### config.mk
export PLATFORM = sky130hd
export DESIGN_NAME = mux_gate_pipe
export DESIGN_NICKNAME = d
export VERILOG_FILES = /design/src/rtl/mux_gate_pipe.sv
export SDC_FILE = /design/constraint.sdc
export NUM_CORES = 1
export LEC_CHECK = 0
export ABC_AREA = 1
export BUFFER_PORTS_ARGS = -buffer_cell sky130_fd_sc_hd__buf_2
export CORE_UTILIZATION = 30
export DETAILED_ROUTE_END_ITERATION = 6
export GPL_ROUTABILITY_DRIVEN = 0
export PLACE_DENSITY = 0.57
export SLEW_MARGIN = 20
export SYNTH_ARGS = -nofsm -noshare
export SYNTH_HDL_FRONTEND = slang
export SYNTH_SLANG_ARGS = --single-unit
### constraint.sdc
create_clock -name clk -period 3 [get_ports clk]
set_clock_uncertainty 0.1 [all_clocks]
set_input_delay 0.6 -clock clk [delete_from_list [all_inputs] [get_ports clk]]
set_output_delay 0.6 -clock clk [all_outputs]
set_load 0.05 [all_outputs]
### src/rtl/mux_gate_pipe.sv
// Two-stage valid/ready gate engine: every result bit is a 2-input function of a[i], b[i],
// evaluated through a two-level 2:1 mux tree (b selects first, then a) over a 4-bit truth table.
module mux_gate_pipe #(
    parameter int WIDTH = 8,
    parameter int CNT_W = 16
) (
    input  logic             clk,
    input  logic             rst_n,
    input  logic             in_valid,
    output logic             in_ready,
    input  logic [WIDTH-1:0] in_a,
    input  logic [WIDTH-1:0] in_b,
    input  logic [2:0]       in_op,
    input  logic             cfg_we,
    input  logic [3:0]       cfg_tt,
    output logic             out_valid,
    input  logic             out_ready,
    output logic [WIDTH-1:0] out_y,
    output logic [2:0]       out_op,
    output logic [CNT_W-1:0] op_count
);

    localparam logic [2:0] OP_AND   = 3'd0;
    localparam logic [2:0] OP_OR    = 3'd1;
    localparam logic [2:0] OP_NAND  = 3'd2;
    localparam logic [2:0] OP_NOR   = 3'd3;
    localparam logic [2:0] OP_XOR   = 3'd4;
    localparam logic [2:0] OP_XNOR  = 3'd5;
    localparam logic [2:0] OP_NOT_A = 3'd6;

    logic             s1_valid_reg;
    logic [WIDTH-1:0] s1_a_reg;
    logic [WIDTH-1:0] s1_b_reg;
    logic [2:0]       s1_op_reg;
    logic [3:0]       s1_tt_reg;

    logic             out_valid_reg;
    logic [WIDTH-1:0] out_y_reg;
    logic [2:0]       out_op_reg;

    logic [3:0]       tt_reg;
    logic [CNT_W-1:0] op_count_reg;

    logic             s1_load;
    logic             s2_load;
    logic             in_accept;
    logic             out_fire;
    logic [3:0]       tt_next;
    logic [WIDTH-1:0] y_next;

    // S2 refills whenever it is empty or draining, so a full pipe still moves one beat per cycle.
    assign s2_load   = s1_valid_reg & (~out_valid_reg | out_ready);
    assign s1_load   = ~s1_valid_reg | s2_load;
    assign in_ready  = s1_load;
    assign in_accept = in_valid & s1_load;
    assign out_fire  = out_valid_reg & out_ready;

    // Truth table indexed by {a,b}; CUSTOM reads tt_reg before any same-cycle cfg_we lands.
    always_comb begin
        tt_next = tt_reg;
        case (in_op)
            OP_AND:   tt_next = 4'b1000;
            OP_OR:    tt_next = 4'b1110;
            OP_NAND:  tt_next = 4'b0111;
            OP_NOR:   tt_next = 4'b0001;
            OP_XOR:   tt_next = 4'b0110;
            OP_XNOR:  tt_next = 4'b1001;
            OP_NOT_A: tt_next = 4'b0011;
            default:  tt_next = tt_reg;
        endcase
    end

    generate
        for (genvar gi = 0; gi < WIDTH; gi++) begin : g_bit
            logic m0;
            logic m1;
            assign m0         = s1_b_reg[gi] ? s1_tt_reg[1] : s1_tt_reg[0];
            assign m1         = s1_b_reg[gi] ? s1_tt_reg[3] : s1_tt_reg[2];
            assign y_next[gi] = s1_a_reg[gi] ? m1 : m0;
        end
    endgenerate

    always_ff @(posedge clk or negedge rst_n) begin
        if (!rst_n) begin
            s1_valid_reg <= 1'b0;
            s1_a_reg     <= '0;
            s1_b_reg     <= '0;
            s1_op_reg    <= '0;
            s1_tt_reg    <= '0;
        end else if (s1_load) begin
            s1_valid_reg <= in_valid;
            if (in_valid) begin
                s1_a_reg  <= in_a;
                s1_b_reg  <= in_b;
                s1_op_reg <= in_op;
                s1_tt_reg <= tt_next;
            end
        end
    end

    always_ff @(posedge clk or negedge rst_n) begin
        if (!rst_n) begin
            out_valid_reg <= 1'b0;
            out_y_reg     <= '0;
            out_op_reg    <= '0;
        end else if (s2_load) begin
            out_valid_reg <= 1'b1;
            out_y_reg     <= y_next;
            out_op_reg    <= s1_op_reg;
        end else if (out_ready) begin
            out_valid_reg <= 1'b0;
        end
    end

    always_ff @(posedge clk or negedge rst_n) begin
        if (!rst_n) begin
            tt_reg <= 4'b0000;
        end else if (cfg_we) begin
            tt_reg <= cfg_tt;
        end
    end

    always_ff @(posedge clk or negedge rst_n) begin
        if (!rst_n) begin
            op_count_reg <= '0;
        end else if (out_fire && (op_count_reg != {CNT_W{1'b1}})) begin
            op_count_reg <= op_count_reg + 1'b1;
        end
    end

    assign out_valid = out_valid_reg;
    assign out_y     = out_y_reg;
    assign out_op    = out_op_reg;
    assign op_count  = op_count_reg;

endmodule
=== Yosys cells after proc, flatten, opt, wreduce, memory -nomap -nowiden ===
Index checks and enable logic that the tools add are counted.

* Output and inout port bits: 29
* Input port bits: 28
* Flip-flop bits (word level): 56
* Word-level logic and storage cells: 55

* Reductions and logical operators: 4
* Bitwise logic cells: 6
* Equal/unequal tests: 7
* Add/subtract/negate cells: 1
* Multiplexer cells: 27

{| class="wikitable"
|+ Operators by type and width
! operator !! count
|-
| $pmux W4 S7 || 1
|-
| $mux W1 || 26
|-
| $add A16 B1 Y16 const B || 1
|-
| $ne A16 B16 Y1 const B || 1
|-
| $eq A3 B3 Y1 const B || 3
|-
| $eq A3 B2 Y1 const B || 2
|-
| $eq A3 B1 Y1 const B || 1
|-
| $logic_not A3 Y1 || 1
|-
| $and A1 B1 Y1 || 2
|-
| $not A1 Y1 || 2
|-
| $or A1 B1 Y1 || 2
|-
| $reduce_and A2 Y1 || 1
|-
| $reduce_bool A2 Y1 || 1
|-
| $logic_and A1 B1 Y1 || 1
|}

=== Depth between registers and ports, before layout ===
Gate-level depths: netlist of run 1.

* Word-level depth: 5
* Mapped depth: 9
* Mapped depth without buffers: 8

=== Least setup slack after synthesis of run 1 ===
No wires, ideal clock.

* Kind: flip-flop to flip-flop
* Start: register out_valid_reg, in the netlist out_valid
* End: register s1_a_reg[0]
* Required time: 2784 ps
* Slack: 859 ps
* Setup time: 116 ps
* Path buffers: 1
* Stages on the path, launching flop included: 7
* Arrival time: 1924 ps
* Clock period less this slack: 2141 ps
* Cells stage by stage: dfrtp_1 > nand3_1 > nand2_1 > clkinv_1 > buf_2 > nand2_1 > nand2_1

* Cells in the longest elaborated chain, start to end: 5

{| class="wikitable"
|+ Ends and longest elaborated chain
! what !! RTL line !! source
|-
| from (decl) || 37 || <nowiki>logic out_valid_reg;</nowiki>
|-
| from (signal assigned) || 103 || <nowiki>out_valid_reg <= 1'b0;</nowiki>
|-
| from (signal assigned) || 107 || <nowiki>out_valid_reg <= 1'b1;</nowiki>
|-
| from (signal assigned) || 111 || <nowiki>out_valid_reg <= 1'b0;</nowiki>
|-
| $not A1 Y1 || 52 || <nowiki>assign s2_load = s1_valid_reg & (~out_valid_reg | out_ready);</nowiki>
|-
| $or A1 B1 Y1 || 52 ||
|-
| $and A1 B1 Y1 || 52 ||
|-
| $or A1 B1 Y1 || 53 || <nowiki>assign s1_load = ~s1_valid_reg | s2_load;</nowiki>
|-
| named net in_ready || 10 || <nowiki>output logic in_ready,</nowiki>
|-
| $reduce_and A2 Y1 (no line) || n/a ||
|-
| to (signal assigned) || 93 || <nowiki>s1_a_reg <= in_a;</nowiki>
|-
| to (decl) || 32 || <nowiki>logic [WIDTH-1:0] s1_a_reg;</nowiki>
|}

The timed path passes the listed nets, and every way through them passes these cells.
A chain may end at the register's enable or synchronous reset.

=== Worst setup path in the final report of run 1 ===
* Start: register op_count_reg[0], in the netlist op_count[0]
* End: register op_count_reg[8], in the netlist op_count[8]

* Cells in the longest elaborated chain, start to end: 2
* Elaborated cells between the ends (all ways): 3
* Those cells by class: add/sub (1); eq/ne (1); reduce/logical (1)

{| class="wikitable"
|+ Ends and longest elaborated chain
! what !! RTL line !! source
|-
| from (decl) || 42 || <nowiki>logic [CNT_W-1:0] op_count_reg;</nowiki>
|-
| from (signal assigned) || 127 || <nowiki>op_count_reg <= op_count_reg + 1'b1;</nowiki>
|-
| branches (longest 2 deep; another with $add A16 B1 Y16) || n/a ||
|}

Parallel ways; which one is timed is not known.

==> results of run 1 <==
-- synth_stat cells, drive strengths merged, types with 3 or more instances --
| cell | n |
|---|---|
| a21oi | 15 |
| a31oi | 8 |
| buf | 7 |
| dfrtp | 56 |
| inv | 21 |
| mux2 | 3 |
| nand2 | 152 |
| nand3 | 10 |
| nand4 | 7 |
| nor2 | 28 |
| o211ai | 8 |
| o21ai | 18 |
| xnor2 | 8 |
-- path summary, 6_finish.rpt --
path	startpoint	end	slack, ns	cells after the start
min reg2reg	s1_op_reg[1]	out_op[1]	0.39	2
max	op_count[0]	op_count[8]	0.94	6
min	rst_n	op_count[5]	0.30	1
max in group asynchronous	rst_n	s1_a_reg[7]	1.83	2
min in group clk	in_a[4]	s1_a_reg[4]	0.37	3
max reg2reg	op_count[0]	op_count[8]	0.94	6
-- metrics by stage --
stage	instances	utilization
4_1_cts	512	0.3658
2_1_floorplan	345	-
3_5_place_dp	504	0.3557
5_1_grt	512	0.3658
6_report	512	0.3658
3_3_place_gp	504	0.3557
-- cell families after synthesis --
logic type      share of synthesized area
buf+inv                           0.04772
mux                               0.01239
xor+xnor                          0.02891
compound gates                     0.1010
fa+ha+maj                        0.004589
flops                              0.5140
simple gates                       0.2914
-- worst max-delay path: cells and delay by family, from the launching register on --
family                     cells  cell delay (ns)
AOI/OAI and AO/OA              1             0.71
adders and majority gates      1             0.29
and+or+nand+nor                4             0.43
DFF                            1             0.46
-- metal layers --
metal / up-vias / global-route usage / part of all wire
li1: 1229 / - / -
met1: 1117 / 0.1938 / 0.47
met2: 63 / 0.2514 / 0.47
met3: 7 / 0.03022 / 0.045
met4: 0 / 0.03394 / 0.010
met5: - / 0 / 0
-- cell type report --
class / count / area (µm²) / area share
clock buffer: 6 / 72.57 / 0.02264
tap: 108 / 135.1 / 0.04215
inverter: 22 / 82.58 / 0.02576
timing repair buffer: 59 / 302.8 / 0.09446
sequential: 56 / 1401 / 0.4372
multi-input combinational: 259 / 1195 / 0.3728
clock inverter: 2 / 16.27 / 0.005074
-- power groups by stage --
stage / clock [mW] / combinational [mW] / sequential [mW]
4_1_cts: 0.448 / 0.772 / 1.04
6_report: 0.423 / 0.762 / 1.04
5_1_grt: 0.478 / 0.834 / 1.06
3_3_place_gp: 0 / 0.766 / 1.04
3_5_place_dp: 0 / 0.770 / 1.05
2_1_floorplan: 0 / 0.276 / 1.33
==> flow_summary.yaml, run 1 <==
drt:
  drt_iter0_drc: 86
  detail-route-antenna-nets: 0
  drt_pre_antenna_iters: 4
  remaining_drc_errors: 0
  wl_per_cell_um: 12.55
  routed_wirelength_um: 6427
  routed-via-count: 2416
  routed_via_density: 4.719
synth:
  synth_sequential_area_ratio: 0.5140
  synth_enable_flop_cells: 0
  postSynth.topFlopCell: "dfrtp_1"
  postSynthCellCount: 345
  yosys_warnings: 0
  yosys-top-cells-area: "dfrtp_1, nand2_1, nor2_1"
  syn-num-nets: 374
  async_reset_ff_frac: 1.000
  ys_seq_elements: 56
  syn_area_per_cell_um2: 7.903
  post_synthesis_instance_area_um2: 2726
  post-synth-top-area-cell: "dfrtp_1"
  netlist.area_leader.share: 0.5140
  synth.distinct_cells: 25
clock_tree:
  clk-insertion-delay-late_ns: 0.31
  cts.hold.buffers_added: 0
  clock_tree_from_tritoncts: "yes"
  postCtsSetupBuffers: 0
  clock_tree.buffer_depth: 2
  clock_tree.root_cell: "clkbuf_8"
  worst_setup_hold_path_clk_slew_ns: 0.10
  cts_repair_resize_count: 0
  tritoncts.num_buffers: 5
  clock-sinks: 56
  htreeDepth: 2
timing:
  grt_setup_unrepaired: "no"
  worst_pin_slew_ns: 0.8836
  finalSetupTns_ns: 0
  max_freq_mhz: 485.9
  finalMaxSlewViolations: 0
  max-slew-margin-rel: 0.4109
  final.setup.worst_slack_ns: 0.9418
  whs_ns: 0.2962
  timing.final.hold_violations: 0
  period_share: 0.6861
  finalWorstPathRequiredPeriod_ns: 2.058
  setup-violations-final: 0
critical_path:
  cp.required_ns: 3.15
  crit_path_cell_trace: "ha_1, nand3_2, nor2_2, a21oi_1, nand2_1, nand2_1"
  crit_path_max_incr_delay_ns: 0.71
  cp_data_arrival_time_ns: 2.21
  crit_top_cell: "nand2_1"
  critical_path.max_fanout: 11
  startpoint_type: "flip-flop"
  criticalPathCategory: "flip-flop to flip-flop"
  setup.worst_path.end_class: "flip-flop"
  critical_path.slowest_cell: "a21oi_1"
global_routing:
  grt.total_usage: 0.1478
  number_of_antenna_violations_at_the_first_check_in_global_routing: 0
  grt_pass1_wl_um: 11470
  first_global_vias: 2419
  grt_max_degree: 38
  globalRouteOverflowTotal: 0
status:
  outcome: "completed"
flow_run:
  drv_cap: 0
cells_and_area:
  largest_register_ffs: 16
  mostFrequentLayoutCells: "nand2_1, buf_2, dfrtp_1, nor2_1, inv_1"
  final_nets: 432
  final_design_area_excluding_fillers_um2: 3206
  layout-drive-gt1-share: 0.1881
  antenna-diode-count: 0
  area_growth_syn_to_layout_pct: 17.58
  layout.cells.most_common: "nand2_1"
  fillerInstances: 938
power_and_ir_drop:
  powerDensity_nw_per_um2: 692.7
  switching_share: 0.4316
  internal_power_of_the_cells_mw: 1.262
  clockPowerShare: 0.190
  power.leakage_nw: 1.606
  worst_ir_drop_vdd_mv: 0.3438
  sequentialPowerShare: 0.467
  power.net_switching_uw: 958.4
  pwr-share-comb: 0.343
  power.total_mw: 2.221
die:
  die_h_um: 97.33
  rows: 34
  floorplan.die_area_um2: 9473
  initial_core_util: 0.3111
  core_region_area_um2: 8763
  io_pins: 57
  die_x_um: 97.33
worst_hold_path:
  hp-class: "primary input to asynchronous set/reset pin"
placement:
  total_half_perimeter_wirelength_after_legalization_and_detailed_placement_um: 4500
  placement.io_buffers: 56
  placed_cell_area_um2: 3117
  place_ws_ns: 0.9724
Power figures use the tool's default switching activity.
==> inputs of run 2 (changes only) <==
Settings changed: ABC_AREA 1 to 0.
Clock period 3 ns to 2.1 ns, I/O delays scaled along.
==> flow_summary.yaml, run 2 <==
clock_tree:
  clock_tree_from_tritoncts: "yes"
  worst_setup_hold_path_clk_slew_ns: 0.10
  clock_tree.root_cell: "clkbuf_8"
  tritoncts.num_buffers: 5
  clock-sinks: 56
  clock_tree.buffer_depth: 2
  postCtsSetupBuffers: 0
  cts_repair_resize_count: 0
  htreeDepth: 2
  cts.hold.buffers_added: 1
  clk-insertion-delay-late_ns: 0.30
drt:
  detail-route-antenna-nets: 0
  wl_per_cell_um: 14.36
  drt_pre_antenna_iters: 6
  drt_iter0_drc: 94
  routed_via_density: 4.693
  routed-via-count: 1619
  remaining_drc_errors: 0
  routed_wirelength_um: 4953
timing:
  finalMaxSlewViolations: 0
  grt_setup_unrepaired: "no"
  finalSetupTns_ns: 0
  finalWorstPathRequiredPeriod_ns: 1.988
  final.setup.worst_slack_ns: 0.1123
  worst_pin_slew_ns: 0.5431
  timing.final.hold_violations: 0
  max_freq_mhz: 503.1
  max-slew-margin-rel: 0.6346
  period_share: 0.9465
  setup-violations-final: 0
critical_path:
  timing.reg2reg.setup_slack_ns: 0.11
  worstReg2RegEnd: "op_count[1]"
  regToRegStartpoint: "op_count[0]"
  cp_data_arrival_time_ns: 2.08
  critical_path.max_fanout: 11
  setup.worst_path.end_class: "flip-flop"
  timing.reg2reg.worst_path_depth: 4
  criticalPathCategory: "flip-flop to flip-flop"
  cp.required_ns: 2.19
  startpoint_type: "flip-flop"
synth:
  synth.distinct_cells: 35
  synth_commonest_cells: "dfrtp_1, mux2_2, nand2_1, xnor2_1, nand4_1"
  synth_enable_flop_cells: 0
  yosys-top-cells-area: "dfrtp_1, mux2_2, mux4_2"
  synth_sequential_area_ratio: 0.5611
  syn_area_per_cell_um2: 13.80
  post_synthesis_instance_area_um2: 2497
  post-synth-top-area-cell: "dfrtp_1"
  postSynthCellCount: 181
  async_reset_ff_frac: 1.000
  netlist.area_leader.share: 0.5611
  ys_seq_elements: 56
  yosys_warnings: 0
  postSynth.topFlopCell: "dfrtp_1"
  syn-num-nets: 210
  synth.most_common_cell: "dfrtp_1"
cells_and_area:
  layout.cells.most_common: "buf_2"
  area_growth_syn_to_layout_pct: 22.39
  antenna-diode-count: 0
  largest_register_ffs: 16
  final_nets: 271
  mostFrequentLayoutCells: "buf_2, dfrtp_1, mux2_2, xnor2_1, nand2_1"
  post-route-util: 0.3875
  final_design_area_excluding_fillers_um2: 3057
  layout-drive-gt1-share: 0.4733
die:
  io_pins: 57
  initial_core_util: 0.3166
  die_x_um: 93.24
  die_h_um: 93.24
  floorplan.die_area_um2: 8694
  core_region_area_um2: 7888
  rows: 32
global_routing:
  number_of_antenna_violations_at_the_first_check_in_global_routing: 0
  first_global_vias: 1570
  grt.total_usage: 0.1188
  grt_pass1_wl_um: 8017
  globalRouteOverflowTotal: 0
  grt_max_degree: 46
power_and_ir_drop:
  powerDensity_nw_per_um2: 1104
  power.leakage_nw: 1.366
  worst_ir_drop_vdd_mv: 0.3421
worst_hold_path:
  min-delay-start: "in_b[3]"
  worstHoldEndpoint: "s1_b_reg[3]"
  hp-class: "primary input to flip-flop"
  min_delay_path_depth: 2
placement:
  total_half_perimeter_wirelength_after_legalization_and_detailed_placement_um: 3479
  placed_cell_area_um2: 2920
  place_ws_ns: 0.1328
  placement.io_buffers: 56
flow_run:
  drv_cap: 0
status:
  outcome: "completed"
## run 2: cell types whose count changed after synthesis, sizes merged, moves of 14 or more
cell   before  now
a21oi      15    1
nand2     152   13
o21ai      18    4
mux2        3   34
inv        21    2
nor2       28    4
## run 2: cell type report
type | count | area (µm²)
Clock buffer | 7 | 96.34
Clock inverter | 1 | 30.03
Fill cell | 775 | 4831
Inverter | 2 | 7.507
Multi-Input combinational cell | 117 | 1065
Sequential cell | 56 | 1405
Tap cell | 102 | 127.6
Timing Repair Buffer | 60 | 325.3
## run 2: logic make-up (layout without fill, tap and decap cells)
| family | count (synthesis) | count (layout) | synth area share |
|---|---|---|---|
| adder cells (fa/ha/maj) | 1 | 1 | 0.005009 |
| flip-flops | 56 | 56 | 0.5611 |
| AO/OA/AOI/OAI | 13 | 13 | 0.03557 |
| multiplexers | 42 | 42 | 0.2270 |
| XOR/XNOR | 15 | 15 | 0.05261 |
| buffers and inverters | 8 | 70 | 0.01553 |
| AND/OR/NAND/NOR | 46 | 46 | 0.1032 |
## run 2: critical path: stages, from the launching register on
cell	delay (ns)
dfrtp_2	0.41
ha_1	0.21
nand4_2	0.17
o41a_1	0.63
mux2_4	0.36
## run 2: how the worst max path moves through the flow
stage / startpoint / to / depth (start not counted)
after global placement: op_count[0] / op_count[1] / 4
final: op_count[0] / op_count[1] / 4
after detailed placement: op_count[0] / op_count[1] / 4
after global routing: op_count[0] / op_count[1] / 4
after CTS: op_count[0] / op_count[1] / 4
after floorplan: out_valid / s1_tt_reg[3] / 5
## run 2: through the flow
stage          power, mW  hold WS, ns  cells
2_1_floorplan      2.344      0.02441    181
3_3_place_gp       2.621       0.2346    336
3_5_place_dp       2.645       0.2412    336
4_1_cts            3.423       0.2290    345
5_1_grt            3.554       0.2222    345
6_report           3.374       0.2390    345
## run 2: per-layer routing
layer  track usage  up-vias  routed length, µm
met4       0.03462        0                 63
met3       0.02683        5                224
met5             0        -                  0
met1        0.1708      795               2431
met2        0.1789       38               2233
li1              -      781                  -
## run 2: power breakdown
part           switching [mW]  internal [mW]
Sequential              0.200           1.29
Clock                   0.343          0.421
Combinational           0.722          0.394
Total                    1.26           2.11
==> inputs of run 3 (changes only) <==
Settings changed: MAX_ROUTING_LAYER set to met4.
==> flow_summary.yaml, run 3 (synthesis gave the netlist of run 2 again) <==
timing:
  worst_pin_slew_ns: 0.5424
  timing.final.hold_violations: 0
  setup-violations-final: 0
  grt_setup_unrepaired: "no"
  finalMaxSlewViolations: 0
  period_share: 0.9466
  finalWorstPathRequiredPeriod_ns: 1.988
  max-slew-margin-rel: 0.6351
  final.setup.worst_slack_ns: 0.1121
  finalSetupTns_ns: 0
  max_freq_mhz: 503.0
global_routing:
  number_of_antenna_violations_at_the_first_check_in_global_routing: 0
  grt.total_usage: 0.1220
  grt_pass1_wl_um: 8017
  grt_max_degree: 46
  first_global_vias: 1576
  globalRouteOverflowTotal: 0
critical_path:
  critical_path.max_fanout: 11
  startpoint_type: "flip-flop"
  criticalPathCategory: "flip-flop to flip-flop"
  cp.required_ns: 2.19
  crit_path_cell_trace: "ha_1, nand4_2, o41a_1, mux2_4"
  critical_path.slowest_cell: "o41a_1"
  crit_path_max_incr_delay_ns: 0.63
  setup.worst_path.end_class: "flip-flop"
  cp_data_arrival_time_ns: 2.08
placement:
  total_half_perimeter_wirelength_after_legalization_and_detailed_placement_um: 3479
  placement.io_buffers: 56
  place_ws_ns: 0.1328
power_and_ir_drop:
  switching_share: 0.3744
  sequentialPowerShare: 0.443
  powerDensity_nw_per_um2: 1103
  pwr-share-comb: 0.331
  internal_power_of_the_cells_mw: 2.110
  power.leakage_nw: 1.366
  power.net_switching_mw: 1.263
  worst_ir_drop_vdd_mv: 0.3424
  clockPowerShare: 0.226
drt:
  drt_iter0_drc: 105
  drt_pre_antenna_iters: 6
  wl_per_cell_um: 14.38
  remaining_drc_errors: 0
  routed-via-count: 1620
  routed_wirelength_um: 4962
  routed_via_density: 4.696
  detail-route-antenna-nets: 0
die:
  io_pins: 57
  die_x_um: 93.24
  floorplan.die_area_um2: 8694
  core_region_area_um2: 7888
  initial_core_util: 0.3166
  rows: 32
  die_h_um: 93.24
cells_and_area:
  multiInputGateArea_um2: 1065
  final_nets: 271
  largest_register_ffs: 16
  layout.cells.most_common: "buf_2"
  area_growth_syn_to_layout_pct: 22.39
  mostFrequentLayoutCells: "buf_2, dfrtp_1, mux2_2, xnor2_1, nand2_1"
  antenna-diode-count: 0
  fillerInstances: 775
  layout-drive-gt1-share: 0.4733
  sequential_cell_area_um2: 1405
status:
  outcome: "completed"
clock_tree:
  htreeDepth: 2
  clock_tree_from_tritoncts: "yes"
  clock_tree.root_cell: "clkbuf_8"
  clock-sinks: 56
  clock_tree.buffer_depth: 2
  tritoncts.num_buffers: 5
  clk-insertion-delay-late_ns: 0.30
  worst_setup_hold_path_clk_slew_ns: 0.10
flow_run:
  drv_cap: 0
worst_hold_path:
  hp-class: "primary input to flip-flop"
==> run 3: cell counts in the layout (fill, tap and decap cells not counted) <==
Identical to the previous run, type by type.
==> run 3: repair_timing <==
item | CTS | global route
hold buffers | 1 | 0
hold endpoints to repair | 11 | 0
setup buffers | 0 | 0
resized for setup | 0 | 0
==> run 3: power groups by stage <==
| stage | clock [mW] | sequential (mW) | combinational, mW |
|---|---|---|---|
| final | 0.763 | 1.49 | 1.12 |
| after global routing | 0.837 | 1.53 | 1.19 |
| after CTS | 0.794 | 1.50 | 1.13 |
| after detailed placement | 0 | 1.52 | 1.13 |
| after global placement | 0 | 1.51 | 1.12 |
| after floorplan | 0 | 1.96 | 0.386 |
==> run 3: critical path, delay by kind of cell (launching register included) <==
kind / cells / cell delay [ns]
compound gates: 1 / 0.63
flops: 1 / 0.41
mux: 1 / 0.36
fa+ha+maj: 1 / 0.22
simple gates: 1 / 0.17
==> run 3: worst paths after layout <==
check                             start      endpoint  slack (ns)  depth (start not counted)
max in group asynchronous         rst_n  s1_op_reg[1]        0.94                          3
min reg2reg                s1_valid_reg     out_valid        0.40                          1
max                         op_count[0]   op_count[1]        0.11                          4
min                             in_b[3]   s1_b_reg[3]        0.24                          2
min in group asynchronous         rst_n  op_count[10]        0.43                          2
max reg2reg                 op_count[0]   op_count[1]        0.11                          4
==> run 3: per-layer routing <==
metal	global-route usage	up-vias	routed length, µm
met5	-	-	0
met4	0.03462	0	53
met3	0.02358	4	181
met2	0.1801	38	2259
met1	0.1713	795	2468
li1	-	783	-
==> run 3: through the flow <==
stage          hold WS, ns  power [mW]  instance area, µm²  instances    util
6_report            0.2397       3.372                3057        345  0.3875
3_5_place_dp        0.2412       2.645                2920        336  0.3702
4_1_cts             0.2290       3.423                3057        345  0.3875
2_1_floorplan      0.02441       2.344                2515        181       -
5_1_grt             0.2222       3.553                3057        345  0.3875
3_3_place_gp        0.2346       2.621                2920        336  0.3702
==> run 3: area by class of cell <==
cell class,count,area share
multi-input cells,117,0.3483
flip-flops and latches,56,0.4597
well taps,102,0.04175
inverters,2,0.002456
repair buffers,60,0.1064
clock buffers,7,0.03152
clock inverters,1,0.009824
